--- src/rtl/framebuffer_controller.sv ---
// Framebuffer RAM sequencer: parses MCU command bytes into cursor moves, pixel
// writes and screen fills, and shares the single-port RAM with scanout reads.
module framebuffer_controller #(
  parameter int unsigned H_RES      = 640,
  parameter int unsigned V_RES      = 480,
  parameter int unsigned ADDR_WIDTH = 19,
  parameter int unsigned FIFO_DEPTH = 8
) (
  input  logic                  clock,
  input  logic                  reset,
  input  logic                  cmd_valid,
  input  logic                  cmd_is_command,
  input  logic [7:0]            cmd_byte,
  input  logic                  scan_req,
  input  logic [ADDR_WIDTH-1:0] scan_addr,
  output logic [11:0]           scan_data,
  output logic                  scan_data_valid,
  output logic                  mem_en,
  output logic                  mem_we,
  output logic [ADDR_WIDTH-1:0] mem_addr,
  output logic [11:0]           mem_wdata,
  input  logic [11:0]           mem_rdata,
  output logic                  busy,
  output logic                  overflow
);

  localparam int unsigned X_W       = $clog2(H_RES);
  localparam int unsigned Y_W       = $clog2(V_RES);
  localparam int unsigned PTR_W     = $clog2(FIFO_DEPTH);
  localparam int unsigned CNT_W     = PTR_W + 1;
  localparam int unsigned LAST_ADDR = H_RES * V_RES - 1;

  typedef enum logic [3:0] {
    S_IDLE, S_X0, S_X1, S_Y0, S_Y1, S_PIX0, S_PIX1,
    S_FILL0, S_FILL1, S_FILLING, S_IGNORE
  } state_e;

  state_e                  state_q, state_d;
  logic [8:0]              fifo_mem_q [FIFO_DEPTH];
  logic [PTR_W-1:0]        wr_ptr_q, wr_ptr_d, rd_ptr_q, rd_ptr_d;
  logic [CNT_W-1:0]        count_q, count_d;
  logic [X_W-1:0]          x_q, x_d;
  logic [Y_W-1:0]          y_q, y_d;
  logic [ADDR_WIDTH-1:0]   addr_q, addr_d;
  logic [ADDR_WIDTH-1:0]   fill_addr_q, fill_addr_d;
  logic [7:0]              lo_q, lo_d;
  logic [11:0]             colour_q, colour_d;
  logic                    pend_q, pend_d;
  logic                    overflow_q, overflow_d;
  logic                    scan_valid_q, scan_valid_d;

  logic                    fifo_full_c, fifo_empty_c, push_c, pop_c;
  logic                    head_is_cmd_c, fill_last_c, fill_wr_c;
  logic [7:0]              head_byte_c;
  logic [15:0]             arg16_c;
  logic [X_W-1:0]          x_clamp_c;
  logic [Y_W-1:0]          y_clamp_c;

  function automatic logic [ADDR_WIDTH-1:0] lin_addr(input logic [X_W-1:0] x,
                                                     input logic [Y_W-1:0] y);
    return ADDR_WIDTH'(y) * ADDR_WIDTH'(H_RES) + ADDR_WIDTH'(x);
  endfunction

  // Command FIFO control; a full FIFO still accepts a byte when it pops in the same cycle
  always_comb begin
    fifo_full_c   = (count_q == CNT_W'(FIFO_DEPTH));
    fifo_empty_c  = (count_q == '0);
    pop_c         = !fifo_empty_c && !pend_q && (state_q != S_FILLING);
    push_c        = cmd_valid && (!fifo_full_c || pop_c);
    head_is_cmd_c = fifo_mem_q[rd_ptr_q][8];
    head_byte_c   = fifo_mem_q[rd_ptr_q][7:0];
    arg16_c       = {head_byte_c, lo_q};
    x_clamp_c     = (arg16_c > 16'(H_RES - 1)) ? X_W'(H_RES - 1) : X_W'(arg16_c);
    y_clamp_c     = (arg16_c > 16'(V_RES - 1)) ? Y_W'(V_RES - 1) : Y_W'(arg16_c);
    fill_wr_c     = (state_q == S_FILLING) && !scan_req;
    fill_last_c   = (fill_addr_q == ADDR_WIDTH'(LAST_ADDR));
  end

  always_ff @(posedge clock) begin
    if (push_c) fifo_mem_q[wr_ptr_q] <= {cmd_is_command, cmd_byte};
  end

  always_ff @(posedge clock or posedge reset) begin
    if (reset) state_q <= S_IDLE;
    else       state_q <= state_d;
  end

  always_comb begin
    state_d = state_q;
    if (pop_c && head_is_cmd_c) begin
      case (head_byte_c)
        8'h00:   state_d = S_IDLE;
        8'h01:   state_d = S_X0;
        8'h02:   state_d = S_Y0;
        8'h03:   state_d = S_PIX0;
        8'h04:   state_d = S_FILL0;
        default: state_d = S_IGNORE;
      endcase
    end else if (pop_c) begin
      case (state_q)
        S_X0:    state_d = S_X1;
        S_X1:    state_d = S_IDLE;
        S_Y0:    state_d = S_Y1;
        S_Y1:    state_d = S_IDLE;
        S_PIX0:  state_d = S_PIX1;
        S_PIX1:  state_d = S_PIX0;
        S_FILL0: state_d = S_FILL1;
        S_FILL1: state_d = S_FILLING;
        default: state_d = state_q;
      endcase
    end else if (fill_wr_c && fill_last_c) begin
      state_d = S_IDLE;
    end
  end

  // Datapath: FIFO pointers, cursor, argument capture, pending write and fill address
  always_comb begin
    wr_ptr_d     = push_c ? wr_ptr_q + PTR_W'(1) : wr_ptr_q;
    rd_ptr_d     = pop_c ? rd_ptr_q + PTR_W'(1) : rd_ptr_q;
    count_d      = count_q + CNT_W'(push_c) - CNT_W'(pop_c);
    overflow_d   = overflow_q | (cmd_valid && !push_c);
    scan_valid_d = scan_req;
    x_d          = x_q;
    y_d          = y_q;
    addr_d       = addr_q;
    fill_addr_d  = fill_addr_q;
    lo_d         = lo_q;
    colour_d     = colour_q;
    pend_d       = pend_q;

    if (pop_c && !head_is_cmd_c) begin
      case (state_q)
        S_X0, S_Y0, S_PIX0, S_FILL0: lo_d = head_byte_c;
        S_X1: begin
          x_d    = x_clamp_c;
          addr_d = lin_addr(x_clamp_c, y_q);
        end
        S_Y1: begin
          y_d    = y_clamp_c;
          addr_d = lin_addr(x_q, y_clamp_c);
        end
        S_PIX1: begin
          colour_d = {lo_q, head_byte_c[3:0]};
          pend_d   = 1'b1;
        end
        S_FILL1: begin
          colour_d    = {lo_q, head_byte_c[3:0]};
          fill_addr_d = '0;
        end
        default: ;
      endcase
    end

    // Pixel retires on the first scan-free cycle, then the cursor steps in raster order
    if (pend_q && !scan_req) begin
      pend_d = 1'b0;
      if (x_q == X_W'(H_RES - 1)) begin
        x_d = '0;
        if (y_q == Y_W'(V_RES - 1)) begin
          y_d    = '0;
          addr_d = '0;
        end else begin
          y_d    = y_q + Y_W'(1);
          addr_d = addr_q + ADDR_WIDTH'(1);
        end
      end else begin
        x_d    = x_q + X_W'(1);
        addr_d = addr_q + ADDR_WIDTH'(1);
      end
    end

    if (fill_wr_c && !fill_last_c) fill_addr_d = fill_addr_q + ADDR_WIDTH'(1);
  end

  always_ff @(posedge clock or posedge reset) begin
    if (reset) begin
      wr_ptr_q     <= '0;
      rd_ptr_q     <= '0;
      count_q      <= '0;
      x_q          <= '0;
      y_q          <= '0;
      addr_q       <= '0;
      fill_addr_q  <= '0;
      lo_q         <= '0;
      colour_q     <= '0;
      pend_q       <= 1'b0;
      overflow_q   <= 1'b0;
      scan_valid_q <= 1'b0;
    end else begin
      wr_ptr_q     <= wr_ptr_d;
      rd_ptr_q     <= rd_ptr_d;
      count_q      <= count_d;
      x_q          <= x_d;
      y_q          <= y_d;
      addr_q       <= addr_d;
      fill_addr_q  <= fill_addr_d;
      lo_q         <= lo_d;
      colour_q     <= colour_d;
      pend_q       <= pend_d;
      overflow_q   <= overflow_d;
      scan_valid_q <= scan_valid_d;
    end
  end

  // RAM port arbitration: scanout reads always take the cycle
  always_comb begin
    mem_en          = 1'b0;
    mem_we          = 1'b0;
    mem_addr        = '0;
    mem_wdata       = '0;
    if (scan_req) begin
      mem_en   = 1'b1;
      mem_addr = scan_addr;
    end else if (pend_q) begin
      mem_en    = 1'b1;
      mem_we    = 1'b1;
      mem_addr  = addr_q;
      mem_wdata = colour_q;
    end else if (state_q == S_FILLING) begin
      mem_en    = 1'b1;
      mem_we    = 1'b1;
      mem_addr  = fill_addr_q;
      mem_wdata = colour_q;
    end
    scan_data_valid = scan_valid_q;
    scan_data       = scan_valid_q ? mem_rdata : 12'h000;
    busy            = !fifo_empty_c || pend_q || (state_q == S_FILLING);
    overflow        = overflow_q;
  end

endmodule

--- config.mk ---
export PLATFORM = sky130hd
export DESIGN_NAME = framebuffer_controller
export DESIGN_NICKNAME = d
export VERILOG_FILES = /design/src/rtl/framebuffer_controller.sv
export SDC_FILE = /design/constraint.sdc
export NUM_CORES = 1
export LEC_CHECK = 0
export CELL_PAD_IN_SITES_DETAIL_PLACEMENT = 1
export CELL_PAD_IN_SITES_GLOBAL_PLACEMENT = 2
export CORE_ASPECT_RATIO = 1.5
export CORE_UTILIZATION = 34
export DETAILED_ROUTE_END_ITERATION = 12
export MAX_ROUTING_LAYER = met4
export PLACE_DENSITY = 0.87
export REMOVE_ABC_BUFFERS = 1
export SLEW_MARGIN = 20
export SYNTH_ARGS = -nofsm -noshare
export SYNTH_HDL_FRONTEND = slang
export SYNTH_SLANG_ARGS = --single-unit
--- constraint.sdc ---
create_clock -name clock -period 4.85 [get_ports clock]
set_input_delay 0.97 -clock clock [delete_from_list [all_inputs] [get_ports clock]]
set_output_delay 0.97 -clock clock [all_outputs]
set_load 0.01 [all_outputs]
==> flow_results.xml <==
<?xml version="1.0" encoding="UTF-8"?>
<metrics>
  <group name="synthesis">
    <metric name="yosysUniqueCellTypes" unit="">79</metric>
    <metric name="dominantRegCellSynth" unit="">sky130_fd_sc_hd__dfrtp_1</metric>
    <metric name="mappedNetlistArea" unit="mm^2">0.00999</metric>
    <metric name="fraction_of_the_mapped_netlist_area_in_simple_logic_gates" unit="%">17.6</metric>
    <metric name="synth_fa_ha_area_share" unit="%">6.77</metric>
    <metric name="asyncSetResetFlopFracSynth" unit="%">56.6</metric>
    <metric name="synth_xor_xnor_area_share" unit="%">3.47</metric>
    <metric name="synth-seq-area-share" unit="%">45.2</metric>
    <metric name="compound_gate_fraction_of_synth_area" unit="%">15.8</metric>
    <metric name="muxShareOfSynthArea" unit="%">7.51</metric>
    <metric name="synthCells" unit="">970</metric>
    <metric name="synthesis.area_per_instance" unit="um^2">10.3</metric>
    <metric name="dominant_combinational_cell_family_by_area_after_synthesis" unit="">simple AND/OR/NAND/NOR gates</metric>
    <metric name="yosys_register_bits" unit="">166</metric>
    <metric name="yosysWarningCount" unit="">0</metric>
    <metric name="synth-edff-count" unit="">72</metric>
  </group>
  <group name="floorplanning">
    <metric name="num_rows" unit="">76</metric>
    <metric name="die_y" unit="um">212</metric>
    <metric name="die_w" unit="um">142</metric>
    <metric name="die_area" unit="mm^2">0.0301</metric>
    <metric name="top_level_i_o_count" unit="">92</metric>
    <metric name="floorplan.initialDensity" unit="%">34.7</metric>
    <metric name="fp.coreArea" unit="mm^2">0.0288</metric>
  </group>
  <group name="drt">
    <metric name="wl_per_cell" unit="um">20.1</metric>
    <metric name="drt_iter0_markers" unit="">452</metric>
    <metric name="drt_pass1_iterations" unit="">7</metric>
    <metric name="residual_antenna_violating_net_count_after_detailed_routing" unit="">0</metric>
    <metric name="num_vias" unit="">8184</metric>
    <metric name="viasPerCell" unit="">5.53</metric>
    <metric name="totalWireLength" unit="um">29700</metric>
    <metric name="remaining_drcs" unit="">0</metric>
  </group>
  <group name="clock_network">
    <metric name="clock-sinks" unit="">166</metric>
    <metric name="cts-htree-levels" unit="">4</metric>
    <metric name="tritoncts" unit="">yes</metric>
    <metric name="cts_made_buffers" unit="">17</metric>
    <metric name="cts_root_buffer" unit="">sky130_fd_sc_hd__clkbuf_16</metric>
    <metric name="clock_path_buffers" unit="">2</metric>
    <metric name="worstSkewPairLatency" unit="ns">0.44</metric>
    <metric name="cts.reportedPaths.clkPinSlew" unit="ns">0.07</metric>
    <metric name="post_cts_hold_buffer_count" unit="">0</metric>
  </group>
  <group name="min_path">
    <metric name="worst_hold_path_type" unit="">reg -&gt; reg</metric>
    <metric name="min_path_cells" unit="">1</metric>
    <metric name="worst_hold_startpoint" unit="">overflow</metric>
    <metric name="hold_path_end" unit="">overflow</metric>
  </group>
  <group name="sta">
    <metric name="rsz0062_at_grt" unit="">false</metric>
    <metric name="slew_headroom" unit="%">30.5</metric>
    <metric name="final.min_clock_period" unit="ns">4.61</metric>
    <metric name="fmaxAchievable" unit="MHz">217</metric>
    <metric name="drv_slew" unit="">0</metric>
    <metric name="final_hold_viol_count" unit="">0</metric>
    <metric name="period_share" unit="%">95.1</metric>
    <metric name="fin_ws" unit="ns">0.236</metric>
    <metric name="clock-skew-final" unit="ns">0.00807</metric>
    <metric name="report.final.setup_viol" unit="">0</metric>
    <metric name="tightest_slew" unit="ns">1.04</metric>
  </group>
  <group name="flow_run">
    <metric name="max_cap_viols" unit="">0</metric>
  </group>
  <group name="cells_and_area">
    <metric name="flow.area_growth_from_synthesis" unit="%">21.9</metric>
    <metric name="number_of_cells_in_the_finished_layout_apart_from_fillers" unit="">1480</metric>
    <metric name="filler_cell_count" unit="">3203</metric>
    <metric name="regArea" unit="mm^2">0.00452</metric>
    <metric name="utilization_of_the_core_after_routing" unit="%">42.3</metric>
    <metric name="layout.cells.most_common" unit="">sky130_fd_sc_hd__dfrtp_1</metric>
    <metric name="fin_area" unit="mm^2">0.0122</metric>
    <metric name="diodes" unit="">0</metric>
    <metric name="layout.nets" unit="">1173</metric>
    <metric name="most-common-layout-cells" unit="">sky130_fd_sc_hd__dfrtp_1 (92), sky130_fd_sc_hd__clkdlybuf4s50_1 (91), sky130_fd_sc_hd__nand2_1 (75), sky130_fd_sc_hd__edfxtp_1 (72), sky130_fd_sc_hd__nor2_1 (68)</metric>
    <metric name="multiInputGateArea" unit="mm^2">0.00518</metric>
    <metric name="ratio_of_cells_with_drive_above_1_in_the_final_layout" unit="%">11.5</metric>
  </group>
  <group name="power">
    <metric name="vdd_drop_max" unit="mV">0.380</metric>
    <metric name="p_leak" unit="nW">4.86</metric>
    <metric name="total_power" unit="mW">7.27</metric>
    <metric name="cellPowerDensity" unit="mW/mm^2">597</metric>
  </group>
  <group name="critical_path">
    <metric name="timing.reg2reg.worst_path_depth" unit="">16</metric>
    <metric name="critical_path.cell_chain" unit="">mux4_1 -&gt; mux2_4 -&gt; nor4_4 -&gt; nand3_4 -&gt; buf_4 -&gt; or2_4 -&gt; ha_1 -&gt; ha_1 -&gt; a211oi_2 -&gt; nor2_1 -&gt; a2111oi_2 -&gt; buf_4 -&gt; and4_1 -&gt; xnor3_1 -&gt; nand2b_1 -&gt; nand3_1</metric>
    <metric name="type_of_the_worst_setup_path" unit="">reg -&gt; reg</metric>
    <metric name="max_stage_delay" unit="ns">0.58</metric>
    <metric name="setup.reg_to_reg.worst_slack" unit="ns">0.24</metric>
    <metric name="r2r_end" unit="">addr_q[17]</metric>
    <metric name="critical_path.startpoint_type" unit="">register</metric>
    <metric name="worst_ep_arrival_time" unit="ns">4.99</metric>
    <metric name="cp-end-kind" unit="">register</metric>
    <metric name="critical_path.max_fanout" unit="">6</metric>
    <metric name="worst_r2r_startpoint" unit="">rd_ptr_q[0]</metric>
    <metric name="path_buf_inv" unit="">2</metric>
    <metric name="worstPathRequired" unit="ns">5.23</metric>
    <metric name="cpLargestDelayFamily" unit="">simple AND/OR/NAND/NOR gates</metric>
    <metric name="critPathSlowestCell" unit="">sky130_fd_sc_hd__mux4_1</metric>
  </group>
  <group name="place">
    <metric name="placed_cells_incl_taps" unit="">1447</metric>
    <metric name="placement.cell_area" unit="mm^2">0.0115</metric>
    <metric name="detailedPlace.worstSlack" unit="ns">-0.170</metric>
    <metric name="numPortBuffers" unit="">91</metric>
    <metric name="routabilityCongestion" unit="">0.875</metric>
    <metric name="hpwl" unit="um">22500</metric>
  </group>
  <group name="global_route">
    <metric name="vias_in_the_first_global_route" unit="">8636</metric>
    <metric name="grt_first_pass_wirelength" unit="um">47300</metric>
    <metric name="grtUsageTotal" unit="%">21.4</metric>
    <metric name="globalRouteOverflowTotal" unit="">0</metric>
    <metric name="grt_max_degree" unit="">75</metric>
    <metric name="antenna_found_initial" unit="">0</metric>
  </group>
  <group name="run_status">
    <metric name="outcome" unit="">complete, no violations</metric>
  </group>
</metrics>
[cell type report]
class	instances	area share, %
Clock buffer	17	3.49
Inverter	48	1.52
Timing Repair Buffer	132	10.1
Sequential cell	166	37.1
Clock inverter	14	1.23
Tap cell	390	4.01
Multi-Input combinational cell	713	42.5
[worst max-delay path by stage]
stage                     cells past startpoint    endpoint  slack, ns        start
after floorplan                              15  addr_q[17]      -0.49  rd_ptr_q[0]
after global placement                       16  addr_q[17]       0.07  rd_ptr_q[0]
after detailed placement                     18  addr_q[17]      -0.17  rd_ptr_q[0]
after CTS                                    16  addr_q[17]       0.02  rd_ptr_q[0]
after global routing                         14  addr_q[18]       0.01  rd_ptr_q[0]
final                                        16  addr_q[17]       0.24  rd_ptr_q[0]
[through the flow]
step / hold slack (ns) / setup TNS, ns
after detailed placement: 0.466 / -0.542
final: 0.486 / 0
after CTS: 0.484 / 0
after floorplan: 0.442 / -1.78
after global routing: 0.503 / 0
after global placement: 0.459 / 0
[cell usage after synthesis, types with 5 or more instances]
cell | count | area [um^2]
sky130_fd_sc_hd__a211oi_1 | 10 | 75.1
sky130_fd_sc_hd__a21o_1 | 10 | 75.1
sky130_fd_sc_hd__a21oi_1 | 47 | 235
sky130_fd_sc_hd__a222oi_1 | 18 | 180
sky130_fd_sc_hd__a22oi_1 | 7 | 52.6
sky130_fd_sc_hd__a31oi_1 | 7 | 43.8
sky130_fd_sc_hd__and2_1 | 17 | 106
sky130_fd_sc_hd__and3_1 | 17 | 106
sky130_fd_sc_hd__and4_1 | 5 | 43.8
sky130_fd_sc_hd__clkbuf_1 | 32 | 120
sky130_fd_sc_hd__dfrtp_1 | 94 | 2350
sky130_fd_sc_hd__edfxtp_1 | 72 | 2160
sky130_fd_sc_hd__fa_1 | 5 | 100
sky130_fd_sc_hd__ha_1 | 46 | 576
sky130_fd_sc_hd__inv_1 | 47 | 176
sky130_fd_sc_hd__mux2_2 | 16 | 180
sky130_fd_sc_hd__mux2i_1 | 19 | 190
sky130_fd_sc_hd__mux4_1 | 7 | 184
sky130_fd_sc_hd__mux4_2 | 7 | 158
sky130_fd_sc_hd__nand2_1 | 75 | 282
sky130_fd_sc_hd__nand2b_1 | 8 | 50.1
sky130_fd_sc_hd__nand3_1 | 47 | 235
sky130_fd_sc_hd__nand4_1 | 7 | 43.8
sky130_fd_sc_hd__nor2_1 | 68 | 255
sky130_fd_sc_hd__nor2b_1 | 21 | 131
sky130_fd_sc_hd__nor3_1 | 27 | 135
sky130_fd_sc_hd__nor3b_1 | 9 | 67.6
sky130_fd_sc_hd__nor4_1 | 8 | 50.1
sky130_fd_sc_hd__o211a_1 | 8 | 80.1
sky130_fd_sc_hd__o211ai_1 | 10 | 75.1
sky130_fd_sc_hd__o21ai_0 | 67 | 335
sky130_fd_sc_hd__o21ai_1 | 6 | 30.0
sky130_fd_sc_hd__o31ai_1 | 8 | 60.1
sky130_fd_sc_hd__or3_1 | 9 | 56.3
sky130_fd_sc_hd__xnor2_1 | 24 | 210
sky130_fd_sc_hd__xor2_1 | 13 | 114
[flip-flops by register name, summed over array words and instances (netlist names)]
| signal | cells |
|---|---|
| pend_q | 1 |
| y_q | 9 |
| x_q | 10 |
| count_q | 4 |
| state_q | 4 |
| rd_ptr_q | 3 |
| overflow | 1 |
| scan_data_valid | 1 |
| fifo_mem_q | 72 |
| addr_q | 19 |
| fill_addr_q | 19 |
| colour_q | 12 |
| wr_ptr_q | 3 |
| lo_q | 8 |
[report_power, final]
part / switching [mW] / internal, mW
Clock: 0.597 / 0.759
Combinational: 1.91 / 1.51
Sequential: 0.596 / 1.90
Total: 3.10 / 4.17
[worst register-to-register path, cell delays in order, from the launching register on]
cell	delay, ns
sky130_fd_sc_hd__dfrtp_2	0.46
sky130_fd_sc_hd__mux4_1	0.58
sky130_fd_sc_hd__mux2_4	0.31
sky130_fd_sc_hd__nor4_4	0.39
sky130_fd_sc_hd__nand3_4	0.14
sky130_fd_sc_hd__buf_4	0.18
sky130_fd_sc_hd__or2_4	0.24
sky130_fd_sc_hd__ha_1	0.32
sky130_fd_sc_hd__ha_1	0.34
sky130_fd_sc_hd__a211oi_2	0.32
sky130_fd_sc_hd__nor2_1	0.13
sky130_fd_sc_hd__a2111oi_2	0.35
sky130_fd_sc_hd__buf_4	0.18
sky130_fd_sc_hd__and4_1	0.19
sky130_fd_sc_hd__xnor3_1	0.19
sky130_fd_sc_hd__nand2b_1	0.14
sky130_fd_sc_hd__nand3_1	0.08
[metal layers]
layer  wire length (um)  up-vias  part of all wire (%)  track usage, %
met4               1050        0                   3.5            9.23
met5                  0        -                     0               -
met2              16500      157                    56            39.9
met3                946       58                   3.2            3.69
li1                   -     3861                     -               -
met1              11200     4108                    38            21.8
[cell families (layout without fill, tap and decap cells)]
kind of cell,after synthesis,after routing
mux,51,51
compound gates,236,236
xor+xnor,38,38
simple gates,337,337
buf+inv,91,211
fa+ha+maj,51,51
flops,166,166
[timing repair]
item	4_1_cts	5_1_grt
setup endpoints to repair	4	4
gates cloned	0	0
buffers inserted	0	2
gates resized for setup	5	5
pin swaps	2	3
hold endpoints to repair	0	0
Power figures use the tool's default switching activity.
